`config.mk`:
```
export PLATFORM = sky130hd
export DESIGN_NAME = guess_entry
export DESIGN_NICKNAME = d
export VERILOG_FILES = /design/src/rtl/guess_entry.sv
export SDC_FILE = /design/constraint.sdc
export NUM_CORES = 1
export LEC_CHECK = 0
export ABC_AREA = 1
export CORE_MARGIN = 10
export CORE_UTILIZATION = 50
export CTS_BUF_LIST = sky130_fd_sc_hd__clkbuf_4 sky130_fd_sc_hd__clkbuf_8
export CTS_CLUSTER_SIZE = 12
export DETAILED_ROUTE_END_ITERATION = 10
export HOLD_SLACK_MARGIN = 0.02
export PLACE_DENSITY = 0.78
export SYNTH_ARGS = -nofsm -noshare
export SYNTH_HDL_FRONTEND = slang
export SYNTH_SLANG_ARGS = --single-unit
```
`constraint.sdc`:
```
create_clock -name clk -period 5.6 [get_ports clk]
set_input_delay 1.12 -clock clk [delete_from_list [all_inputs] [get_ports clk]]
set_output_delay 1.12 -clock clk [all_outputs]
set_load 0.05 [all_outputs]
```
`src/rtl/guess_entry.sv`:
```
// Decimal guess entry: per-digit BCD editing with a cursor, commit to binary,
// a limited number of tries and a registered seven-segment view of the entry.
module guess_entry #(
   parameter int DIGITS    = 2,
   parameter int MAX_TRIES = 3,
   parameter int UW        = 7
) (
   input  logic                   clk,
   input  logic                   resetN,
   input  logic                   buttonInc,
   input  logic                   buttonDec,
   input  logic                   buttonNext,
   input  logic                   buttonSel,
   input  logic [1:0]             state,
   output logic [4*DIGITS-1:0]    digits,
   output logic [8*DIGITS-1:0]    hexSegs,
   output logic [1:0]             cursor,
   output logic [UW-1:0]          userguess,
   output logic                   guessValid,
   output logic [MAX_TRIES-1:0]   triesLED,
   output logic                   outOfTries
);

   localparam int TW = $clog2(MAX_TRIES + 1);
   localparam logic [7:0] SEG_ZERO = 8'hC0;

   // Active-low segments {dp,g,f,e,d,c,b,a}, decimal point off, blank otherwise.
   function automatic logic [7:0] seg_encode(input logic [3:0] d);
      logic [7:0] s;
      case (d)
         4'd0:    s = 8'hC0;
         4'd1:    s = 8'hF9;
         4'd2:    s = 8'hA4;
         4'd3:    s = 8'hB0;
         4'd4:    s = 8'h99;
         4'd5:    s = 8'h92;
         4'd6:    s = 8'h82;
         4'd7:    s = 8'hF8;
         4'd8:    s = 8'h80;
         4'd9:    s = 8'h90;
         default: s = 8'hFF;
      endcase
      return s;
   endfunction

   function automatic logic [31:0] pow10(input int n);
      logic [31:0] p;
      p = 32'd1;
      for (int k = 0; k < n; k++) begin
         p = p * 32'd10;
      end
      return p;
   endfunction

   // Button history: sampled level and the level one cycle earlier.
   logic [3:0] btn_q, btn_prev_q, btn_d, press;
   logic       press_sel, press_inc, press_dec, press_next;

   logic [1:0]     cursor_q, cursor_d;
   logic [TW-1:0]  tries_q, tries_d;
   logic [UW-1:0]  userguess_q, userguess_d;
   logic           valid_q, valid_d;
   logic [UW-1:0]  guess_sum;

   logic active, new_game;
   logic do_sel, do_inc, do_dec, do_next;

   assign btn_d      = {buttonSel, buttonInc, buttonDec, buttonNext};
   assign press      = btn_q & ~btn_prev_q;
   assign press_sel  = press[3];
   assign press_inc  = press[2];
   assign press_dec  = press[1];
   assign press_next = press[0];

   assign new_game = (state == 2'b00);
   assign active   = (state == 2'b01);

   // A Sel press masks lower-priority presses even when it is refused.
   assign do_sel  = active && press_sel && (tries_q != '0);
   assign do_inc  = active && press_inc && !press_sel;
   assign do_dec  = active && press_dec && !press_sel && !press_inc;
   assign do_next = active && press_next && !press_sel && !press_inc && !press_dec;

   always_ff @(posedge clk or negedge resetN) begin
      if (!resetN) begin
         btn_q      <= '0;
         btn_prev_q <= '0;
      end else begin
         btn_q      <= btn_d;
         btn_prev_q <= btn_q;
      end
   end

   genvar gi;
   generate
      for (gi = 0; gi < DIGITS; gi++) begin : g_digit
         logic [3:0] digit_q, digit_d;
         logic [7:0] seg_q;

         always_comb begin
            digit_d = digit_q;
            if (new_game || do_sel) begin
               digit_d = 4'd0;
            end else if (cursor_q == 2'(gi)) begin
               if (do_inc) begin
                  digit_d = (digit_q >= 4'd9) ? 4'd0 : digit_q + 4'd1;
               end else if (do_dec) begin
                  digit_d = (digit_q == 4'd0) ? 4'd9 : digit_q - 4'd1;
               end
            end
         end

         always_ff @(posedge clk or negedge resetN) begin
            if (!resetN) begin
               digit_q <= 4'd0;
               seg_q   <= SEG_ZERO;
            end else begin
               digit_q <= digit_d;
               seg_q   <= seg_encode(digit_q);
            end
         end

         assign digits[4*gi +: 4]  = digit_q;
         assign hexSegs[8*gi +: 8] = seg_q;
      end
   endgenerate

   always_comb begin
      guess_sum = '0;
      for (int i = 0; i < DIGITS; i++) begin
         guess_sum = guess_sum + UW'(32'(digits[4*i +: 4]) * pow10(i));
      end
   end

   always_comb begin
      cursor_d    = cursor_q;
      tries_d     = tries_q;
      userguess_d = userguess_q;
      valid_d     = 1'b0;
      if (new_game) begin
         cursor_d    = 2'd0;
         tries_d     = TW'(MAX_TRIES);
         userguess_d = '1;
      end else if (do_sel) begin
         cursor_d    = 2'd0;
         tries_d     = tries_q - 1'b1;
         userguess_d = guess_sum;
         valid_d     = 1'b1;
      end else if (do_next) begin
         cursor_d = (cursor_q == 2'(DIGITS - 1)) ? 2'd0 : cursor_q + 2'd1;
      end
   end

   always_ff @(posedge clk or negedge resetN) begin
      if (!resetN) begin
         cursor_q    <= 2'd0;
         tries_q     <= TW'(MAX_TRIES);
         userguess_q <= '1;
         valid_q     <= 1'b0;
      end else begin
         cursor_q    <= cursor_d;
         tries_q     <= tries_d;
         userguess_q <= userguess_d;
         valid_q     <= valid_d;
      end
   end

   generate
      for (gi = 0; gi < MAX_TRIES; gi++) begin : g_led
         assign triesLED[gi] = (int'(tries_q) > gi);
      end
   endgenerate

   assign outOfTries = (tries_q == '0);
   assign cursor     = cursor_q;
   assign userguess  = userguess_q;
   assign guessValid = valid_q;

endmodule

```
======== After elaboration in Yosys (flattened, before gate mapping) ========
Memory sizes are Yosys's and may differ from the RTL's. A register that Yosys moved wholly into a read port is not among the register bits.
Index checks and enable logic that the tools add are counted.
cells by class
  $add $sub $neg .......................... 7
  $mul .................................... 1
  $lt $le $gt $ge ......................... 5
  equality and inequality tests ........... 2
  mux-type cells .......................... 22
  bitwise logic cells ..................... 2
  reduce and logical (&&, ||, !) cells .... 30
operators by type and width
  cell                   number
  $mux W4                12
  $mux W7                2
  $mux W2                6
  $logic_and A1 B1 Y1    11
  $add A4 B1 Y4 const B  2
  $ge A4 B4 Y1 const B   2
  $logic_not A4 Y1       2
  $reduce_bool A2 Y1     4
  $sub A4 B1 Y4 const B  2
  $add A4 B7 Y7          1
  $logic_not A2 Y1       3
  $mul A4 B3 Y6 const B  1
  $reduce_bool A3 Y1     2
  $logic_not A1 Y1       5
  $and A4 B4 Y4          1
  $eq A2 B1 Y1 const B   2
  $gt A2 B1 Y1 const B   2
  $not A4 Y4             1
  $reduce_and A2 Y1      2
  $add A2 B1 Y2 const B  1
  $gt A2 B2 Y1 const B   1
  $mux W1                2
  $sub A2 B1 Y2 const B  1
  $logic_or A1 B1 Y1     1
word-level totals
  register bits ........................... 44
  memory bits (read-only) ................. 224
  input bits .............................. 8
  output and inout port bits .............. 38
  word-level logic and storage cells ...... 81
  memories ................................ 2
memories
  name             words  width  read ports  clocked after Yosys merged registers in  wr ports  line  source
  (no name shown)  16     7      1           1                                        0         30    case (d)
  (no name shown)  16     7      1           1                                        0         30

======== Longest topological paths before layout ========
  word-level depth ........................ 9
  gate-level depth with buffers ........... 10
  depth with buffers taken out ............ 10

======== Worst setup path before layout ========
OpenSTA, ideal clock, no wires.
  kind .................................... register to output
  start point ............................. register tries_q[1]
  end point ............................... output port triesLED[1]
  arrival time ............................ 1405 ps
  data required time ...................... 4480 ps
  slack ................................... 3075 ps
  cell stages (with the launch flop) ...... 4
  buffers on the path ..................... 0
  cells stage by stage .................... dfstp_2 inv_1 ha_1 nor2_1
between the ends
  cells in the longest elaborated chain, start to end .. 1
ends and longest elaborated chain
  element                 line  source
  from (decl)             60    logic [TW-1:0] tries_q, tries_d;
  from (signal assigned)  157   tries_q <= TW'(MAX_TRIES);
  from (signal assigned)  162   tries_q <= tries_d;
  $gt A2 B1 Y1            170   assign triesLED[gi] = (int'(tries_q) > gi);
  to (decl)               20    output logic [MAX_TRIES-1:0] triesLED,
Every way passes these cells.

======== Worst setup path after layout ========
  start point ............................. register tries_q[0]
  end point ............................... output port triesLED[0]
The elaborated chain is that of the path after synthesis.

==> results.sh <==
export IMPL_start_kind="register"
export IMPL_period_share_pct=56.6
export IMPL_cts_max_level=2
export IMPL_grt_pass1_wl_um=8960
export IMPL_p_sw_share_pct=34.6
export IMPL_irDropWorstVdd_uv=252
export IMPL_synth_edf_count=0
export IMPL_final_util_pct=64.0
export IMPL_yosysUniqueCellTypes=30
export IMPL_cts_tree="yes"
export IMPL_synth_xor_area_share_pct=1.45
export IMPL_post_cts_buffers=0
export IMPL_io_pins=46
export IMPL_cp_end_kind="output pin"
export IMPL_drv_slew=0
export IMPL_cts_num_sinks=42
export IMPL_seq_area_frac_synth_pct=44.2
export IMPL_wl_per_cell_um=13.7
export IMPL_drc=0
export IMPL_grt_max_degree=43
export IMPL_outcome="finished clean"
export IMPL_start_util_pct=51.4
export IMPL_gp_congestion=0.892
export IMPL_die_area_um2=8000
export IMPL_dieHeight_um=89.4
export IMPL_synth_cells=278
export IMPL_rows=25
export IMPL_path_max_fanout=3
export IMPL_core_um2=4690
export IMPL_cp_slowest_cell="clkdlybuf4s50_1"
export IMPL_wl_um=5190
export IMPL_synth_top_family_by_area="simple AND/OR/NAND/NOR gates"
export IMPL_clkPwrFrac_pct=30.6
export IMPL_worst_clock_skew_ns=0.00572
export IMPL_synthAdderAreaFrac_pct=13.1
export IMPL_clk_pin_slew_ns=0.08
export IMPL_crit_buf_inv=3
export IMPL_vias=1980
export IMPL_cellPowerDensity_nw_per_um2=309
export IMPL_timing_setup_tns_ns=0
export IMPL_cp_cell_sequence="inv_1 -> ha_1 -> inv_1 -> clkdlybuf4s50_1"
export IMPL_cap_violations=0
export IMPL_grt_overflow=0
export IMPL_rsz0062_at_grt="false"
export IMPL_whs_ns=0.380
export IMPL_cp_common_cell="inv_1"
export IMPL_power_share_sequential_pct=39.3
export IMPL_post_cts_resized=0
export IMPL_critPathRequiredTime_ns=4.48
export IMPL_clock_root_buffer="clkbuf_8"
export IMPL_antenna_found_initial=0
export IMPL_hold_viol_final=0
export IMPL_n_fill_cell=387
export IMPL_hold_depth=0
export IMPL_portBuffers=43
export IMPL_crit_family="buffers and inverters"
export IMPL_ant_nets=0
export IMPL_cp_depth=4
export IMPL_slew_headroom_pct=39.5
export IMPL_ctsHoldBuffers=0
export IMPL_grt_usage_pct=14.0
export IMPL_p_int_uw=606
export IMPL_synth_simple_area_share_pct=26.0
export IMPL_p_comb_share_pct=30.1
export IMPL_ys_ff_latch=42
export IMPL_synth_compound_area_share_pct=7.06
export IMPL_synth_async_sr_flop_share_pct=100
export IMPL_first_pass_iters=4
export IMPL_n_antenna_cell=0
export IMPL_max_freq_ghz=0.315
export IMPL_dp_hpwl_um=3930
export IMPL_drive_gt1_share_pct=10.8
export IMPL_syn_area_um2=2410
export IMPL_synth_area_mux_share_pct=0
export IMPL_final_common_cell="nand2_1"
export IMPL_fin_crit_ns=3.17
export IMPL_nNetsFinal=355
export IMPL_p_total_uw=927
export IMPL_die_w_um=89.4
export IMPL_cts_buffer_depth=2
export IMPL_critPathArrivalTime_ns=2.05
export IMPL_rr_worst_depth=10
export IMPL_leakagePower_uw=0.00147
export IMPL_cts_buffers=5
export IMPL_min_path_type="register to register"
export IMPL_synth_warnings=0
export IMPL_setup_violations=0
export IMPL_via_per_inst=5.24
export IMPL_critPathMaxStageDelay_ns=0.82
export IMPL_yosys_most_used_dff="dfrtp_1"
export IMPL_insertion_delay_ns=0.29
export IMPL_power_switching_uw=321
export IMPL_critical_path_class="register to output pin"
export IMPL_grt_pass1_vias=1955
export IMPL_layout_common_cells="61 x nand2_1, 42 x clkdlybuf4s50_1, 36 x inv_1"
export IMPL_tightest_slew_ns=0.907
export IMPL_drt_iter0_markers=114
export IMPL_area_growth_pct=24.5
export IMPL_syn_avg_cell_area_um2=8.67
-- state kept, by name (all words and copies together), names as in the netlist --
register / cells
userguess: 7
cursor: 2
guessValid: 1
btn_prev_q: 4
g_digit.digit_q: 8
g_digit.seg_q: 14
btn_q: 4
tries_q: 2
-- cell families after synthesis --
group | count (synthesis)
adders and majority gates | 24
other | 1
xor gates and xnor gates | 4
buffers and inverters | 46
DFF | 42
and+or+nand+nor | 128
AOI/OAI and AO/OA | 33
-- cells in the mapped netlist (2+ instances only) --
cell      instances  area share, %
fa_1              2            1.7
nand3b_1          3           0.93
nand2_1          61            9.5
nor2_2            2           0.52
dfrtp_1          31             32
a21oi_1          10            2.1
inv_1            36            5.6
xnor2_1           2           0.73
nand3_4           2            1.5
ha_1             22             11
nand2_4           2           0.93
nand2_2           2           0.52
nor2_4            2           0.93
xor2_1            2           0.73
nand3_1          34            7.1
buf_4             3           0.93
o21ai_0          20            4.2
dfstp_2          11             12
inv_2             3           0.47
nor2_1           14            2.2
nand4_1           4            1.0
o211ai_1          2           0.62
-- stage by stage --
| step | setup WS, ns | instances | area, µm² |
|---|---|---|---|
| floorplan | 3.08 | 279 | 2410 |
| global placement | 2.77 | 370 | 2860 |
| finish | 2.43 | 378 | 3000 |
| global route | 2.35 | 378 | 3000 |
| detailed placement | 2.74 | 370 | 2860 |
| CTS | 2.41 | 378 | 3000 |
-- worst register-to-register path, cell delays in order (launching register included) --
cell and delay (ns):
dfrtp_1 0.57, ha_1 0.31, ha_1 0.19, inv_1 0.06, fa_1 0.43, nor2_1 0.15
nand2_1 0.07, nand2_1 0.06, nand3_1 0.06, nand2_1 0.06, inv_1 0.04
-- area by class of cell --
class | count | area [µm²] | area share [%]
Clock buffer | 5 | 68.8 | 2.29
Clock inverter | 3 | 68.8 | 2.29
Inverter | 40 | 151 | 5.04
Multi-Input combinational cell | 191 | 1150 | 38.5
Sequential cell | 42 | 1060 | 35.5
Tap cell | 54 | 67.6 | 2.25
Timing Repair Buffer | 43 | 425 | 14.2
-- layer usage --
metal	GRT usage, %	vias to the layer above	wire [µm]
met2	24.1	52	2570
li1	-	980	-
met5	0	-	0
met1	16.5	935	2150
met3	3.28	13	345
met4	5.49	0	120
-- power groups by stage --
| stage | logic [µW] | clock network (µW) | registers (µW) |
|---|---|---|---|
| after global routing | 303 | 302 | 368 |
| after CTS | 282 | 291 | 364 |
| after floorplan | 109 | 0 | 449 |
| final | 279 | 284 | 364 |
| after detailed placement | 281 | 0 | 369 |
| after global placement | 277 | 0 | 368 |
-- final timing paths --
path	startpoint	endpoint	slack, ns
max	tries_q[0]	triesLED[0]	2.43
min	btn_q[0]	btn_prev_q[0]	0.38
max reg2reg	g_digit[1].digit_q[1]	userguess[6]	3.53
min reg2reg	btn_q[0]	btn_prev_q[0]	0.38
max in group asynchronous	resetN	btn_q[1]	4.08
min in group asynchronous	resetN	g_digit[1].digit_q[2]	0.96
(Power assumes the default switching activity.)
